`src/rtl/centroid_moment_acc_pkg.sv`:
```
// Shared types and width helpers for the centroid moment accumulator.
package centroid_moment_acc_pkg;

   typedef enum logic [1:0] {
      IDLE   = 2'd0,
      SEND_X = 2'd1,
      SEND_Y = 2'd2
   } state_e;

   // Pixel count needs one bit more than the frame area to hold 2^(X_W+Y_W).
   function automatic int unsigned cnt_width(input int unsigned xw, input int unsigned yw);
      return xw + yw + 1;
   endfunction

   function automatic int unsigned sum_width(input int unsigned xw, input int unsigned yw);
      return cnt_width(xw, yw) + ((xw > yw) ? xw : yw);
   endfunction

endpackage

```
`src/rtl/centroid_moment_acc_sync_edge_det.sv`:
```
// Registered rise/fall detector: edges are flagged in the cycle the new level is sampled.
module sync_edge_det (
   input  logic clk,
   input  logic rst,
   input  logic d_i,
   output logic rise_o,
   output logic fall_o
);

   logic d_q;

   always_ff @(posedge clk or posedge rst) begin
      if (rst) begin
         d_q <= 1'b0;
      end else begin
         d_q <= d_i;
      end
   end

   assign rise_o = d_i & ~d_q;
   assign fall_o = ~d_i & d_q;

endmodule

```
`src/rtl/centroid_moment_acc.sv`:
```
// Accumulates dark-pixel moments per frame and streams sum_x/count, sum_y/count jobs
// to the centroid divider while the next frame keeps accumulating.
module centroid_moment_acc
   import centroid_moment_acc_pkg::*;
#(
   parameter  int unsigned X_W   = 10,
   parameter  int unsigned Y_W   = 10,
   parameter  int unsigned PIX_W = 8,
   localparam int unsigned CNT_W = cnt_width(X_W, Y_W),
   localparam int unsigned SUM_W = sum_width(X_W, Y_W)
) (
   input  logic             CLK,
   input  logic             RST,
   input  logic             iVSYNC,
   input  logic             iDE,
   input  logic [PIX_W-1:0] iPIX,
   input  logic [PIX_W-1:0] iTHRESH,
   output logic [SUM_W-1:0] oDIVIDEND_TDATA,
   output logic             oDIVIDEND_TVALID,
   input  logic             iDIVIDEND_TREADY,
   output logic [CNT_W-1:0] oDIVISOR_TDATA,
   output logic             oDIVISOR_TVALID,
   input  logic             iDIVISOR_TREADY,
   output logic             oJOB_AXIS,
   output logic             oNO_BLOB,
   output logic             oOVERRUN
);

   localparam logic [X_W-1:0] X_MAX = '1;
   localparam logic [Y_W-1:0] Y_MAX = '1;

   logic vs_rise, vs_fall_unused, de_rise_unused, de_fall;

   sync_edge_det u_vs_edge (
      .clk    (CLK),
      .rst    (RST),
      .d_i    (iVSYNC),
      .rise_o (vs_rise),
      .fall_o (vs_fall_unused)
   );

   sync_edge_det u_de_edge (
      .clk    (CLK),
      .rst    (RST),
      .d_i    (iDE),
      .rise_o (de_rise_unused),
      .fall_o (de_fall)
   );

   logic [X_W-1:0]   x_q, x_d;
   logic [Y_W-1:0]   y_q, y_d;
   logic [SUM_W-1:0] acc_x_q, acc_x_d, acc_y_q, acc_y_d;
   logic [CNT_W-1:0] acc_n_q, acc_n_d;
   logic             x_sat, y_sat, pix_ok;

   assign x_sat  = (x_q == X_MAX);
   assign y_sat  = (y_q == Y_MAX);
   assign pix_ok = iDE & ~iVSYNC & (iPIX <= iTHRESH) & ~x_sat & ~y_sat;

   always_comb begin
      x_d = x_q;
      y_d = y_q;
      if (vs_rise) begin
         x_d = '0;
         y_d = '0;
      end else if (de_fall) begin
         x_d = '0;
         if (!y_sat) y_d = y_q + Y_W'(1);
      end else if (iDE && !iVSYNC && !x_sat) begin
         x_d = x_q + X_W'(1);
      end
   end

   always_comb begin
      acc_x_d = acc_x_q;
      acc_y_d = acc_y_q;
      acc_n_d = acc_n_q;
      if (vs_rise) begin
         acc_x_d = '0;
         acc_y_d = '0;
         acc_n_d = '0;
      end else if (pix_ok) begin
         acc_x_d = acc_x_q + SUM_W'(x_q);
         acc_y_d = acc_y_q + SUM_W'(y_q);
         acc_n_d = acc_n_q + CNT_W'(1);
      end
   end

   always_ff @(posedge CLK or posedge RST) begin
      if (RST) begin
         x_q     <= '0;
         y_q     <= '0;
         acc_x_q <= '0;
         acc_y_q <= '0;
         acc_n_q <= '0;
      end else begin
         x_q     <= x_d;
         y_q     <= y_d;
         acc_x_q <= acc_x_d;
         acc_y_q <= acc_y_d;
         acc_n_q <= acc_n_d;
      end
   end

   state_e           state_q;
   logic [SUM_W-1:0] snap_x_q, snap_y_q;
   logic [CNT_W-1:0] snap_n_q;
   logic             dvd_vld_q, dvs_vld_q, job_q, no_blob_q, overrun_q;
   logic             both_done;

   // A channel counts as done if it already handshook earlier or is handshaking now.
   assign both_done = (~dvd_vld_q | iDIVIDEND_TREADY) & (~dvs_vld_q | iDIVISOR_TREADY);

   always_ff @(posedge CLK or posedge RST) begin
      if (RST) begin
         state_q   <= IDLE;
         snap_x_q  <= '0;
         snap_y_q  <= '0;
         snap_n_q  <= '0;
         dvd_vld_q <= 1'b0;
         dvs_vld_q <= 1'b0;
         job_q     <= 1'b0;
         no_blob_q <= 1'b0;
         overrun_q <= 1'b0;
      end else begin
         no_blob_q <= 1'b0;
         overrun_q <= 1'b0;
         case (state_q)
            IDLE: begin
               if (vs_rise) begin
                  if (acc_n_q != '0) begin
                     snap_x_q  <= acc_x_q;
                     snap_y_q  <= acc_y_q;
                     snap_n_q  <= acc_n_q;
                     dvd_vld_q <= 1'b1;
                     dvs_vld_q <= 1'b1;
                     job_q     <= 1'b0;
                     state_q   <= SEND_X;
                  end else begin
                     no_blob_q <= 1'b1;
                  end
               end
            end
            SEND_X, SEND_Y: begin
               if (vs_rise) overrun_q <= 1'b1;
               if (both_done) begin
                  if (state_q == SEND_X) begin
                     dvd_vld_q <= 1'b1;
                     dvs_vld_q <= 1'b1;
                     job_q     <= 1'b1;
                     state_q   <= SEND_Y;
                  end else begin
                     dvd_vld_q <= 1'b0;
                     dvs_vld_q <= 1'b0;
                     job_q     <= 1'b0;
                     state_q   <= IDLE;
                  end
               end else begin
                  if (dvd_vld_q && iDIVIDEND_TREADY) dvd_vld_q <= 1'b0;
                  if (dvs_vld_q && iDIVISOR_TREADY)  dvs_vld_q <= 1'b0;
               end
            end
            default: state_q <= IDLE;
         endcase
      end
   end

   assign oDIVIDEND_TDATA  = job_q ? snap_y_q : snap_x_q;
   assign oDIVIDEND_TVALID = dvd_vld_q;
   assign oDIVISOR_TDATA   = snap_n_q;
   assign oDIVISOR_TVALID  = dvs_vld_q;
   assign oJOB_AXIS        = job_q;
   assign oNO_BLOB         = no_blob_q;
   assign oOVERRUN         = overrun_q;

endmodule

```
`config.mk`:
```
export PLATFORM = sky130hd
export DESIGN_NAME = centroid_moment_acc
export DESIGN_NICKNAME = d
export VERILOG_FILES = /design/src/rtl/centroid_moment_acc_pkg.sv /design/src/rtl/centroid_moment_acc_sync_edge_det.sv /design/src/rtl/centroid_moment_acc.sv
export SDC_FILE = /design/constraint.sdc
export NUM_CORES = 1
export LEC_CHECK = 0
export CAP_MARGIN = 5
export CORE_MARGIN = 1.5
export CORE_UTILIZATION = 37
export CTS_CLUSTER_SIZE = 40
export DETAILED_ROUTE_END_ITERATION = 10
export MAX_ROUTING_LAYER = met4
export PLACE_DENSITY = 0.53
export SETUP_SLACK_MARGIN = 0.05
export SLEW_MARGIN = 10
export SYNTH_ARGS = -nofsm -noshare
export SYNTH_HDL_FRONTEND = slang
export SYNTH_SLANG_ARGS = --single-unit
```
`constraint.sdc`:
```
create_clock -name CLK -period 8.2 [get_ports CLK]
set_input_delay 2.46 -clock CLK [delete_from_list [all_inputs] [get_ports CLK]]
set_output_delay 2.46 -clock CLK [all_outputs]
set_load 0.05 [all_outputs]
```
Word level (Yosys, flattened, before mapping)
Cells that the tools add are included.

$add $sub $neg: 5. Multiply operators: 0. Div/mod/pow operators: 0. Magnitude comparators: 1. Eq/ne operators: 10. Shift operators: 0. Multiplexer cells: 36. Bitwise logic cells: 16. Reduce and logical (&&, ||, !) cells: 19.

Operators by type and width (number): $mux 31 (5); $add 31x10->31 (2); $mux 10 (6); $mux 21 (2); $add 21x1->21 const B (1); $reduce_bool 21->1 (1); $add 10x1->10 const B (2); $eq 10x10->1 const B (2); $mux 1 (15); $reduce_and 4->1 (3); $le 8x8->1 (1); $mux 2 (4); $and 1x1->1 (7); $not 1->1 (7); $ne 3x3->1 const B (2); $pmux 1 s2 (3); $reduce_and 3->1 (2); $reduce_bool 2->1 (3); $logic_and 1x1->1 (4); $ne 2x1->1 const B (2); $ne 2x2->1 const B (2); $pmux 2 s2 (1); $reduce_bool 3->1 (1); $eq 2x1->1 const B (1); 6 further kinds (8).

Register bits after elaboration: 195. Latch bits: 0. Memory bits (writable): 0. Memory bits (read-only): 0. Bits of input ports: 22. Output and inout bits: 57. Word-level logic and storage cells: 103. Memories: 0.

Depth between registers and ports, before layout
Gate-level depths: netlist (run 1).

Word-level depth: 7. Gate-level depth with buffers: 10. Depth with buffers taken out: 8.

Modules after synthesis
From an unflattened synthesis (run 1), not the netlist that was laid out.

Cell total of the unflattened synthesis: 988. Area, all modules: 10507.6 um2.

Modules (own cells, without submodules): centroid_moment_acc (instances 1, cells an instance 980, area each 10420.0 um2, sequential area each 4829.6 um2); sync_edge_det (instances 2, cells an instance 4, area each 43.8 um2, sequential area each 25.0 um2).

Worst setup path after synthesis (run 1)
Ideal clock, no wire load.

Path kind: input port to flip-flop. Start: in iTHRESH[1]. End: reg acc_n_q[9]. Setup time: 0.078 ns. Data arrival time: 4.492 ns. Required time: 8.122 ns. Slack: 3.630 ns. Stages on the path: 9. Buffers on the path: 1. Path through: inv_1 -> ha_1 -> nor2b_1 -> o211ai_1 -> a211oi_1 -> or4_1 -> clkbuf_2 -> or4_1 -> a21oi_1.

Longest elaborated chain between the ends: 5.

Ends and longest elaborated chain: start, declared (RTL line centroid_moment_acc.sv:17) `input logic [PIX_W-1:0] iTHRESH,`; $le 8x8->1 (RTL line centroid_moment_acc.sv:58) `assign pix_ok = iDE & ~iVSYNC & (iPIX <= iTHRESH) & ~x_sat & ~y_sat;`; $and 1x1->1 (3 in a row) (RTL line centroid_moment_acc.sv:58); $reduce_bool 2->1 (no line); end signal, assigned (RTL line centroid_moment_acc.sv:101) `acc_n_q <= acc_n_d;`; end, declared (RTL line centroid_moment_acc.sv:53) `logic [CNT_W-1:0] acc_n_q, acc_n_d;`.

No other way between the ends. A chain may end at the register's enable or synchronous reset.

Final worst setup path (run 1)
Start: in iVSYNC. End: reg acc_n_q[9].

Longest elaborated chain between the ends: 6. Elaborated cells between the ends (all ways): 8. Classes of those cells: mux (1); bitwise (6); reduce/logical (1).

Ends and longest elaborated chain: start, declared (RTL line centroid_moment_acc.sv:14) `input logic iVSYNC,`; $not 1->1; $and 1x1->1 (4 in a row) (RTL line centroid_moment_acc.sv:58); $reduce_bool 2->1 (no line).

Parallel ways exist; a longest one is shown, timed or not.

==> results of run 1 <==
-- kinds of logic (layout without fill, tap and decap cells) --
| family | count (synthesis) | after routing | synth area share (%) |
|---|---|---|---|
| mux | 128 | 128 | 14.1 |
| xor+xnor | 27 | 27 | 2.36 |
| flops | 195 | 195 | 48.8 |
| buf+inv | 70 | 145 | 2.71 |
| fa+ha+maj | 39 | 39 | 5.03 |
| simple gates | 286 | 286 | 14.6 |
| compound gates | 195 | 195 | 12.5 |
-- registers in the layout, summed over array words and instances, names as in the netlist --
register	count
oDIVISOR_TVALID	1
oOVERRUN	1
snap_x_q	31
u_vs_edge.d_q	1
y_q	10
snap_y_q	31
acc_n_q	21
state_q	2
oDIVISOR_TDATA	21
u_de_edge.d_q	1
x_q	10
oNO_BLOB	1
oJOB_AXIS	1
acc_y_q	31
oDIVIDEND_TVALID	1
acc_x_q	31
-- per-stage QoR --
stage,setup slack [ns],hold slack [ns],instances,power (uW)
detailed placement,2.54,0.467,1324,1490
finish,2.99,0.475,1356,2390
CTS,3.01,0.484,1356,2420
floorplan,0.428,0.443,940,1350
global placement,2.63,0.455,1324,1480
global route,2.76,0.505,1356,2500
-- cell type report --
type / instances / area [sq um] / share of cell area [%]
sequential: 195 / 4880 / 41.4
clock buffer: 17 / 425 / 3.61
multi-input combinational: 675 / 4870 / 41.4
tap: 341 / 427 / 3.62
timing repair buffer: 88 / 856 / 7.27
clock inverter: 15 / 218 / 1.85
inverter: 25 / 101 / 0.860
-- Yosys cell counts, types with 4 or more instances --
library cell	instances	share of area, %
nand2b_1	7	0.44
or4_1	17	1.3
mux2_2	107	12
nand2_1	106	4.0
a21oi_1	45	2.3
inv_1	25	0.94
a211oi_1	5	0.38
a21o_1	9	0.68
nor3_1	7	0.35
nand3_1	30	1.5
a31oi_1	4	0.25
or3_1	14	0.88
and4_1	8	0.70
o311ai_0	4	0.35
buf_2	6	0.30
o41ai_1	6	0.53
xor2_1	12	1.1
nor4_1	8	0.50
a211o_1	6	0.53
and2_1	9	0.56
nor2_1	30	1.1
dfrtp_1	195	49
xnor2_1	15	1.3
and3_1	17	1.1
o21a_1	4	0.30
clkbuf_1	35	1.3
o31ai_1	20	1.5
nand4_1	23	1.4
ha_1	37	4.6
o21bai_1	4	0.30
o21ai_0	58	2.9
o211ai_1	13	0.98
mux2i_1	21	2.1
-- layer usage --
layer / GRT usage [%] / vias up
li1: - / 3585
met1: 24.8 / 3686
met2: 28.1 / 105
met3: 2.58 / 25
met4: 5.17 / 0
met5: - / -
-- worst reg2reg max path, cell delays in order, from the launching register on --
cell      delay (ns)
dfrtp_1         0.46
ha_1            0.28
and4_1          0.21
a311oi_2        0.76
nand2_1         0.24
or4_1           0.84
or4_1           0.61
a21oi_1         0.16
-- report_power, final --
part / internal (uW) / switching, uW / total, uW
registers: 1010 / 39.0 / 1050
clock network: 521 / 409 / 930
logic: 160 / 255 / 415
total: 1690 / 703 / 2390
-- worst max-delay path by stage --
stage	start	end	slack, ns	cells after the start
6_report	iVSYNC	acc_n_q[9]	2.99	6
3_5_place_dp	iVSYNC	acc_n_q[9]	2.54	6
4_1_cts	iVSYNC	acc_n_q[9]	3.01	6
3_3_place_gp	iVSYNC	acc_n_q[9]	2.63	6
5_1_grt	iVSYNC	acc_n_q[20]	2.76	6
2_1_floorplan	RST	acc_n_q[0]	0.43	1
-- layout by cell type (no fill, tap or decap), drive strengths merged, types with 23 or more instances in the layout --
cell type and instances:
nor2 30, nand3 30, a21oi 45, nand4 23
dfrtp 195, inv 32, nand2 106, mux2 107
ha 37, o21ai 58, clkdlybuf4s50 78
==> out/results.ini, run 1 <==
[status]
status = completed

[clocking]
cts_buffers = 17
clk_pin_slew_worst_paths_ns = 0.08
clock_sinks = 195
clock_latency_ns = 0.45
postCtsSetupRepairBufs = 0
cts_root_buffer = clkbuf_16
h-tree-depth = 4
cts_resized = 0
cts_tree = yes
ctsHoldBuffers = 0
clk_path_buf_depth = 2

[worst_setup_path]
critical_path_class = input port to flop
slowest_stage = or4_1
timing.rr.start = x_q[0]
crit_fanout = 18
cpPeakStageDelay_ns = 0.84
critical-path-top-delay-family = simple AND/OR/NAND/NOR gates
timing.critical_path.buf_inv = 1
crit_top_cell = or4_1
cp-end-kind = flop
r2r-end = acc_n_q[9]
reg2regPathDepth = 7
arrival_ns = 5.57
path_cells = clkdlybuf4s50_1 -> a311oi_2 -> nand2_1 -> or4_1 -> or4_1 -> a21oi_1
cp.required_ns = 8.57
cp-start-kind = input port
r2r_slack_ns = 4.57

[floorplanning]
row_count = 60
core-area_sq_mm = 0.0267
die_h_um = 167
start_util_pct = 37.4
dieArea_sq_mm = 0.0280
ios = 79
die-width_um = 167

[timing]
maxSlewHeadroom_pct = 24.0
slew_violations = 0
worstMarginPinSlew_ns = 1.14
finClkSkew_ns = 0.0180
period_share_pct = 63.5
setup_viol = 0
hold_viol_final = 0
rsz0062_at_grt = false
fin_crit_ns = 5.21
finalSetupTns_ns = 0
fmax_mhz = 192

[job]
max_cap_violations = 0

[pwr]
power_leakage_uw = 0.00551
max-vdd-ir-drop_mv = 0.108
power_density_mw_per_mm2 = 203

[final_layout]
antenna_cells = 0
area_delta_synth_final_pct = 17.7
fin_nets = 1063
fin_util_pct = 44.1
fillCellCount = 2577
drive_above_1_share_pct = 15.9
finish.instance_area_sq_mm = 0.0118

[routing]
vias = 7401
m1WireLength_um = 11900
highest_layer = met4
drtIter0Drc = 464
wl_met3_um = 587
first_pass_iters = 4
avgRoutedWirePerCell_um = 17.5
avgViaCountPerCell = 5.46
drc = 0
dr_wl_met2_um = 11000
drt-total-wl_um = 23800
antenna_left = 0

[worst_hold_path]
worstHoldStart = snap_x_q[29]
holdCritPathClass = flop to flop
min_to = snap_x_q[29]
whs_path_depth = 2

[placement]
gp_congestion = 0.783
dpl.hpwl_um = 16000
io_buffers = 78
placed_area_sq_mm = 0.0111

[global_routing]
overflow = 0
grt_pass1_vias = 7221
antenna_found_initial = 0
grt_max_degree = 72
track_usage_pct = 18.1
grt_pass1_wl_um = 39200

[synth]
yosysSeqAreaShare_pct = 48.8
synthArstFlopShare_pct = 100
ys.flop_type = dfrtp_1
synth_nets = 1001
synth.distinct_cells = 51
synth-seq-cells = 195
synth_edf_count = 0
syn_inst = 940
yosysWarnings = 0
netlist_area_sq_mm = 0.0100
syn_avg_cell_area_sq_um = 10.6

(Power assumes the default switching activity.)
==> run 2, diff against run 1 <==
--- a/config.mk
+++ b/config.mk
@@ -11,7 +11,7 @@
 export CTS_CLUSTER_SIZE = 40
 export DETAILED_ROUTE_END_ITERATION = 10
 export MAX_ROUTING_LAYER = met4
-export PLACE_DENSITY = 0.53
+export PLACE_DENSITY = 0.51
 export SETUP_SLACK_MARGIN = 0.05
 export SLEW_MARGIN = 10
 export SYNTH_ARGS = -nofsm -noshare
==> constraint.sdc (replaced) <==
create_clock -name CLK -period 5.3 [get_ports CLK]
set_input_delay 1.59 -clock CLK [delete_from_list [all_inputs] [get_ports CLK]]
set_output_delay 1.59 -clock CLK [all_outputs]
set_load 0.05 [all_outputs]
==> out/results.ini, run 2 (synthesis gave the netlist of run 1 again) <==
[routing]
drc = 0  ; unchanged
drtIter0Drc = 465  ; +0.22%
drt-total-wl_um = 23700  ; -0.38%
first_pass_iters = 5  ; +1
avgViaCountPerCell = 5.41  ; -0.91%
vias = 7366  ; -0.47%
avgRoutedWirePerCell_um = 17.4  ; -0.82%
antenna_left = 0  ; unchanged

[pwr]
max-vdd-ir-drop_mv = 0.184  ; +70%
power_density_mw_per_mm2 = 302  ; +49%
power_leakage_uw = 0.00550  ; about the same

[floorplanning]
ios = 79  ; unchanged
core-area_sq_mm = 0.0267  ; unchanged
row_count = 60  ; unchanged
die-width_um = 167  ; unchanged
dieArea_sq_mm = 0.0280  ; unchanged
die_h_um = 167  ; unchanged
start_util_pct = 37.4  ; unchanged

[final_layout]
antenna_cells = 0  ; unchanged
fin_nets = 1069  ; +0.56%
fillCellCount = 2586  ; +0.35%
layout_common_cells = dfrtp_1, mux2_2, nand2_1, clkdlybuf4s50_1, o21ai_0
seqCellArea_sq_mm = 0.00488  ; unchanged
finish.instance_area_sq_mm = 0.0118  ; about the same
drive_above_1_share_pct = 16.1  ; +0.20 points
final_common_cell = dfrtp_1
multiInputGateArea_sq_mm = 0.00487  ; unchanged
area_delta_synth_final_pct = 17.6  ; about the same

[worst_setup_path]
critical-path-top-delay-family = buffers and inverters
crit_fanout = 18  ; unchanged
cp-end-kind = primary output
timing.critical_path.buf_inv = 2  ; +1
cp.required_ns = 3.71  ; -4.86 ns
cp-start-kind = flop
arrival_ns = 2.66  ; -2.91 ns
cpPeakStageDelay_ns = 0.90  ; +0.06 ns
critical_path_class = flop to primary output
slowest_stage = dfrtp_1
path_cells = buf_12 -> mux2_2 -> clkdlybuf4s50_1

[global_routing]
track_usage_pct = 18.1  ; about the same
overflow = 0  ; unchanged
antenna_found_initial = 0  ; unchanged
grt_pass1_wl_um = 39000  ; -0.33%
grt_pass1_vias = 7078  ; -2.0%
grt_max_degree = 135  ; +88%

[timing]
worstMarginPinSlew_ns = 1.11  ; -0.0309 ns
finClkSkew_ns = 0.0137  ; -0.00431 ns
fmax_mhz = 235
finalSetupTns_ns = 0  ; unchanged
setup_ws_ns = 1.05  ; -1.94 ns
whs_ns = 0.480  ; +0.00581 ns
maxSlewHeadroom_pct = 26.1  ; +2.1 points
slew_violations = 0  ; unchanged
fin_crit_ns = 4.25
hold_viol_final = 0  ; unchanged
setup_viol = 0  ; unchanged
rsz0062_at_grt = false
period_share_pct = 80.2

[clocking]
h-tree-depth = 4  ; unchanged
ctsHoldBuffers = 0  ; unchanged
postCtsSetupRepairBufs = 0  ; unchanged
cts_resized = 0  ; unchanged
cts_buffers = 17  ; unchanged
clock_latency_ns = 0.44  ; about the same
clk_path_buf_depth = 2  ; unchanged
cts_tree = yes
clock_sinks = 195  ; unchanged
cts_root_buffer = clkbuf_16
clk_pin_slew_worst_paths_ns = 0.07  ; about the same

[placement]
io_buffers = 78  ; unchanged
pre_cts_ws_ns = 0.671  ; -1.87 ns
placed_area_sq_mm = 0.0112  ; +0.60%
gp_congestion = 0.754  ; -3.7%
dpl.hpwl_um = 16400  ; +2.7%

[status]
status = completed

[worst_hold_path]
holdCritPathClass = flop to flop

[job]
max_cap_violations = 0  ; unchanged

## run 2: cell count changes in the layout (fill, tap and decap cells not counted), sizes merged
cell and delta:
inv -6, clkinv +4, bufinv -2, clkinvlp +1, buf +6, clkbuf +3
## run 2: layer usage
layer	up-vias	track usage, %	routed length, um
met1	3645	24.8	11800
met2	107	28.4	11200
met4	0	3.92	163
met3	13	2.95	607
li1	3601	-	-
met5	-	-	0
## run 2: worst reg2reg max path, delay by kind of cell (launching register included)
kind | cells | cell delay (ns)
flops | 1 | 0.47
fa+ha+maj | 1 | 0.27
buf+inv | 1 | 0.22
simple gates | 4 | 1.73
compound gates | 2 | 0.41
## run 2: area by class of cell
class | count | share of cell area (%)
clock inverters | 12 | 1.13
inverters | 25 | 0.829
repair buffers | 94 | 7.87
clock buffers | 20 | 3.71
well taps | 341 | 3.62
flip-flops and latches | 195 | 41.5
multi-input cells | 675 | 41.4
## run 2: where the power goes
| part | total, uW | internal [uW] | switching, uW |
|---|---|---|---|
| clock | 1290 | 698 | 587 |
| combinational | 631 | 259 | 372 |
| sequential | 1640 | 1560 | 82.6 |
| total | 3560 | 2510 | 1040 |
## run 2: path summary, 6_finish.rpt
check | startpoint | end | slack (ns) | cells past startpoint
setup reg to reg | x_q[1] | acc_n_q[9] | 2.12 | 8
max in group asynchronous | RST | snap_x_q[3] | 2.95 | 3
hold reg to reg | snap_y_q[19] | snap_y_q[19] | 0.48 | 2
hold / removal | snap_y_q[19] | snap_y_q[19] | 0.48 | 2
min in group asynchronous | RST | snap_x_q[24] | 1.66 | 3
setup / recovery | oJOB_AXIS | oDIVIDEND_TDATA[25] | 1.05 | 3
## run 2: through the flow
step | util [%] | std cells | power [uW]
floorplan | - | 940 | 2100
global placement | 41.9 | 1330 | 2310
detailed placement | 41.9 | 1330 | 2310
CTS | 44.0 | 1362 | 3610
global route | 44.0 | 1362 | 3730
finish | 44.0 | 1362 | 3560
==> run 3, diff against run 2 <==
==> constraint.sdc (replaced) <==
create_clock -name CLK -period 4.2 [get_ports CLK]
set_input_delay 1.26 -clock CLK [delete_from_list [all_inputs] [get_ports CLK]]
set_output_delay 1.26 -clock CLK [all_outputs]
set_load 0.05 [all_outputs]
==> out/results.ini, run 3 (synthesis gave the netlist of run 1 again) <==
[worst_setup_path]
cp-start-kind = input port
cp-end-kind = flop
arrival_ns = 3.96  ; +1.30 ns
crit_fanout = 18  ; unchanged
timing.rr.start = y_q[0]
cp.required_ns = 4.56  ; +0.85 ns
r2r_slack_ns = 1.00  ; -1.12 ns
crit_end = acc_n_q[9]
worst_setup_path_startpoint = iTHRESH[7]
critical_path_class = input port to flop
r2r-end = acc_y_q[24]
reg2regPathDepth = 8  ; unchanged

[final_layout]
instances_no_fill = 1371  ; +0.66%
fillCellCount = 2598  ; +0.46%
drive_above_1_share_pct = 16.8  ; +0.75 points
final_common_cell = dfrtp_1
seqCellArea_sq_mm = 0.00488  ; unchanged
area_delta_synth_final_pct = 18.3
layout_common_cells = dfrtp_1, mux2_2, nand2_1, clkdlybuf4s50_1, o21ai_0
multiInputGateArea_sq_mm = 0.00487  ; unchanged
fin_nets = 1077  ; +0.75%

[floorplanning]
ios = 79  ; unchanged
start_util_pct = 37.4  ; unchanged
die_h_um = 167  ; unchanged
core-area_sq_mm = 0.0267  ; unchanged
row_count = 60  ; unchanged
dieArea_sq_mm = 0.0280  ; unchanged
die-width_um = 167  ; unchanged

[global_routing]
grt_use_met2_pct = 28.9  ; +0.42 points
use_met1_pct = 25.1  ; +0.33 points
track_usage_pct = 18.4  ; +0.29 points
top_usage_layer = met2
antenna_found_initial = 1  ; +1
overflow = 0  ; unchanged
grt_pass1_wl_um = 39800  ; +1.9%
use_met3_pct = 2.79  ; -0.17 points
grt_pass1_vias = 7306  ; +3.2%
grt_max_degree = 95  ; -30%

[clocking]
cts_buffers = 17  ; unchanged
clock_latency_ns = 0.44  ; about the same
cts_tree = yes
ctsHoldBuffers = 0  ; unchanged
clock_sinks = 195  ; unchanged
postCtsSetupRepairBufs = 0  ; unchanged
clk_pin_slew_worst_paths_ns = 0.08  ; about the same
cts_resized = 0  ; unchanged
cts_root_buffer = clkbuf_16
h-tree-depth = 4  ; unchanged
clk_path_buf_depth = 2  ; unchanged

[timing]
setup_viol = 0  ; unchanged
period_share_pct = 85.6
fmax_mhz = 278
hold_viol_final = 0  ; unchanged
finClkSkew_ns = 0.0174  ; +0.00375 ns
maxSlewHeadroom_pct = 45.8  ; +20 points
fin_crit_ns = 3.59
setup_ws_ns = 0.606  ; -0.442 ns
whs_ns = 0.476  ; -0.00437 ns
finalSetupTns_ns = 0  ; unchanged
slew_violations = 0  ; unchanged
worstMarginPinSlew_ns = 0.802  ; -0.307 ns
rsz0062_at_grt = false

[placement]
io_buffers = 78  ; unchanged
gp_congestion = 0.767  ; +1.7%
dpl.hpwl_um = 16700  ; +1.8%
place_inst = 1338  ; +0.60%
pre_cts_ws_ns = 0.148  ; -0.523 ns

[routing]
first_pass_iters = 4  ; -1
antenna_left = 0  ; unchanged
drtIter0Drc = 404  ; -13%
drc = 0  ; unchanged
drt-total-wl_um = 24100  ; +1.8%
vias = 7455  ; +1.2%
avgViaCountPerCell = 5.44  ; +0.54%
avgRoutedWirePerCell_um = 17.6  ; +1.1%

[pwr]
p_sw_uw = 1340  ; +29%
power_density_mw_per_mm2 = 372  ; +23%
p_sw_share_pct = 30.5  ; +1.2 points
p_clk_share_pct = 34.8  ; -1.3 points
internal-power_uw = 3060  ; +22%
power_leakage_uw = 0.00554  ; +0.63%
finalPower_uw = 4410  ; +24%
max-vdd-ir-drop_mv = 0.242  ; +31%
p_comb_share_pct = 18.8  ; +1.1 points
seqPwrFrac_pct = 46.5  ; +0.4 points

[worst_hold_path]
holdCritPathClass = flop to flop
worstHoldStart = snap_y_q[19]

[job]
max_cap_violations = 0  ; unchanged

[status]
status = completed

## run 3: worst min-delay path by stage
stage | to | cells after the start | slack [ns]
finish | snap_y_q[19] | 2 | 0.48
detailed placement | snap_y_q[19] | 2 | 0.47
CTS | snap_y_q[19] | 2 | 0.49
floorplan | acc_y_q[30] | 1 | 0.44
global placement | snap_y_q[19] | 2 | 0.47
global route | acc_y_q[30] | 1 | 0.51
## run 3: per-stage QoR
step,instance area [sq um],util (%)
after floorplan,10000,-
after global placement,11300,42.3
after detailed placement,11300,42.3
after CTS,11800,44.3
after global routing,11800,44.3
final,11800,44.3
## run 3: routing by layer
layer  part of all wire [%]  up-vias
met1                     50     3723
met4                   0.73        0
met3                    2.6       11
met2                     47      101
li1                       -     3620
met5                      0        -
## run 3: power by group through the flow
stage	Clock (uW)	Combinational (uW)	Sequential [uW]
floorplan	0	489	2160
CTS	1580	842	2050
finish	1530	828	2050
global route	1650	914	2060
global placement	0	832	2080
detailed placement	0	836	2090
## run 3: critical path: stages
cell and delay (ns):
clkdlybuf4s50_1 0.45, inv_1 0.04, ha_1 0.30, nand4_1 0.16
nor2_1 0.21, nor2b_1 0.14, or4_1 0.53, buf_4 0.21
or4_1 0.51, a21oi_1 0.15
## run 3: final cells by class
| cell class | count | share of cell area, % |
|---|---|---|
| clock inverter | 13 | 0.856 |
| antenna | 1 | 0.0211 |
| timing repair buffer | 102 | 8.65 |
| sequential | 195 | 41.2 |
| inverter | 25 | 0.825 |
| tap | 341 | 3.60 |
| multi-input combinational | 675 | 41.2 |
| clock buffer | 19 | 3.66 |
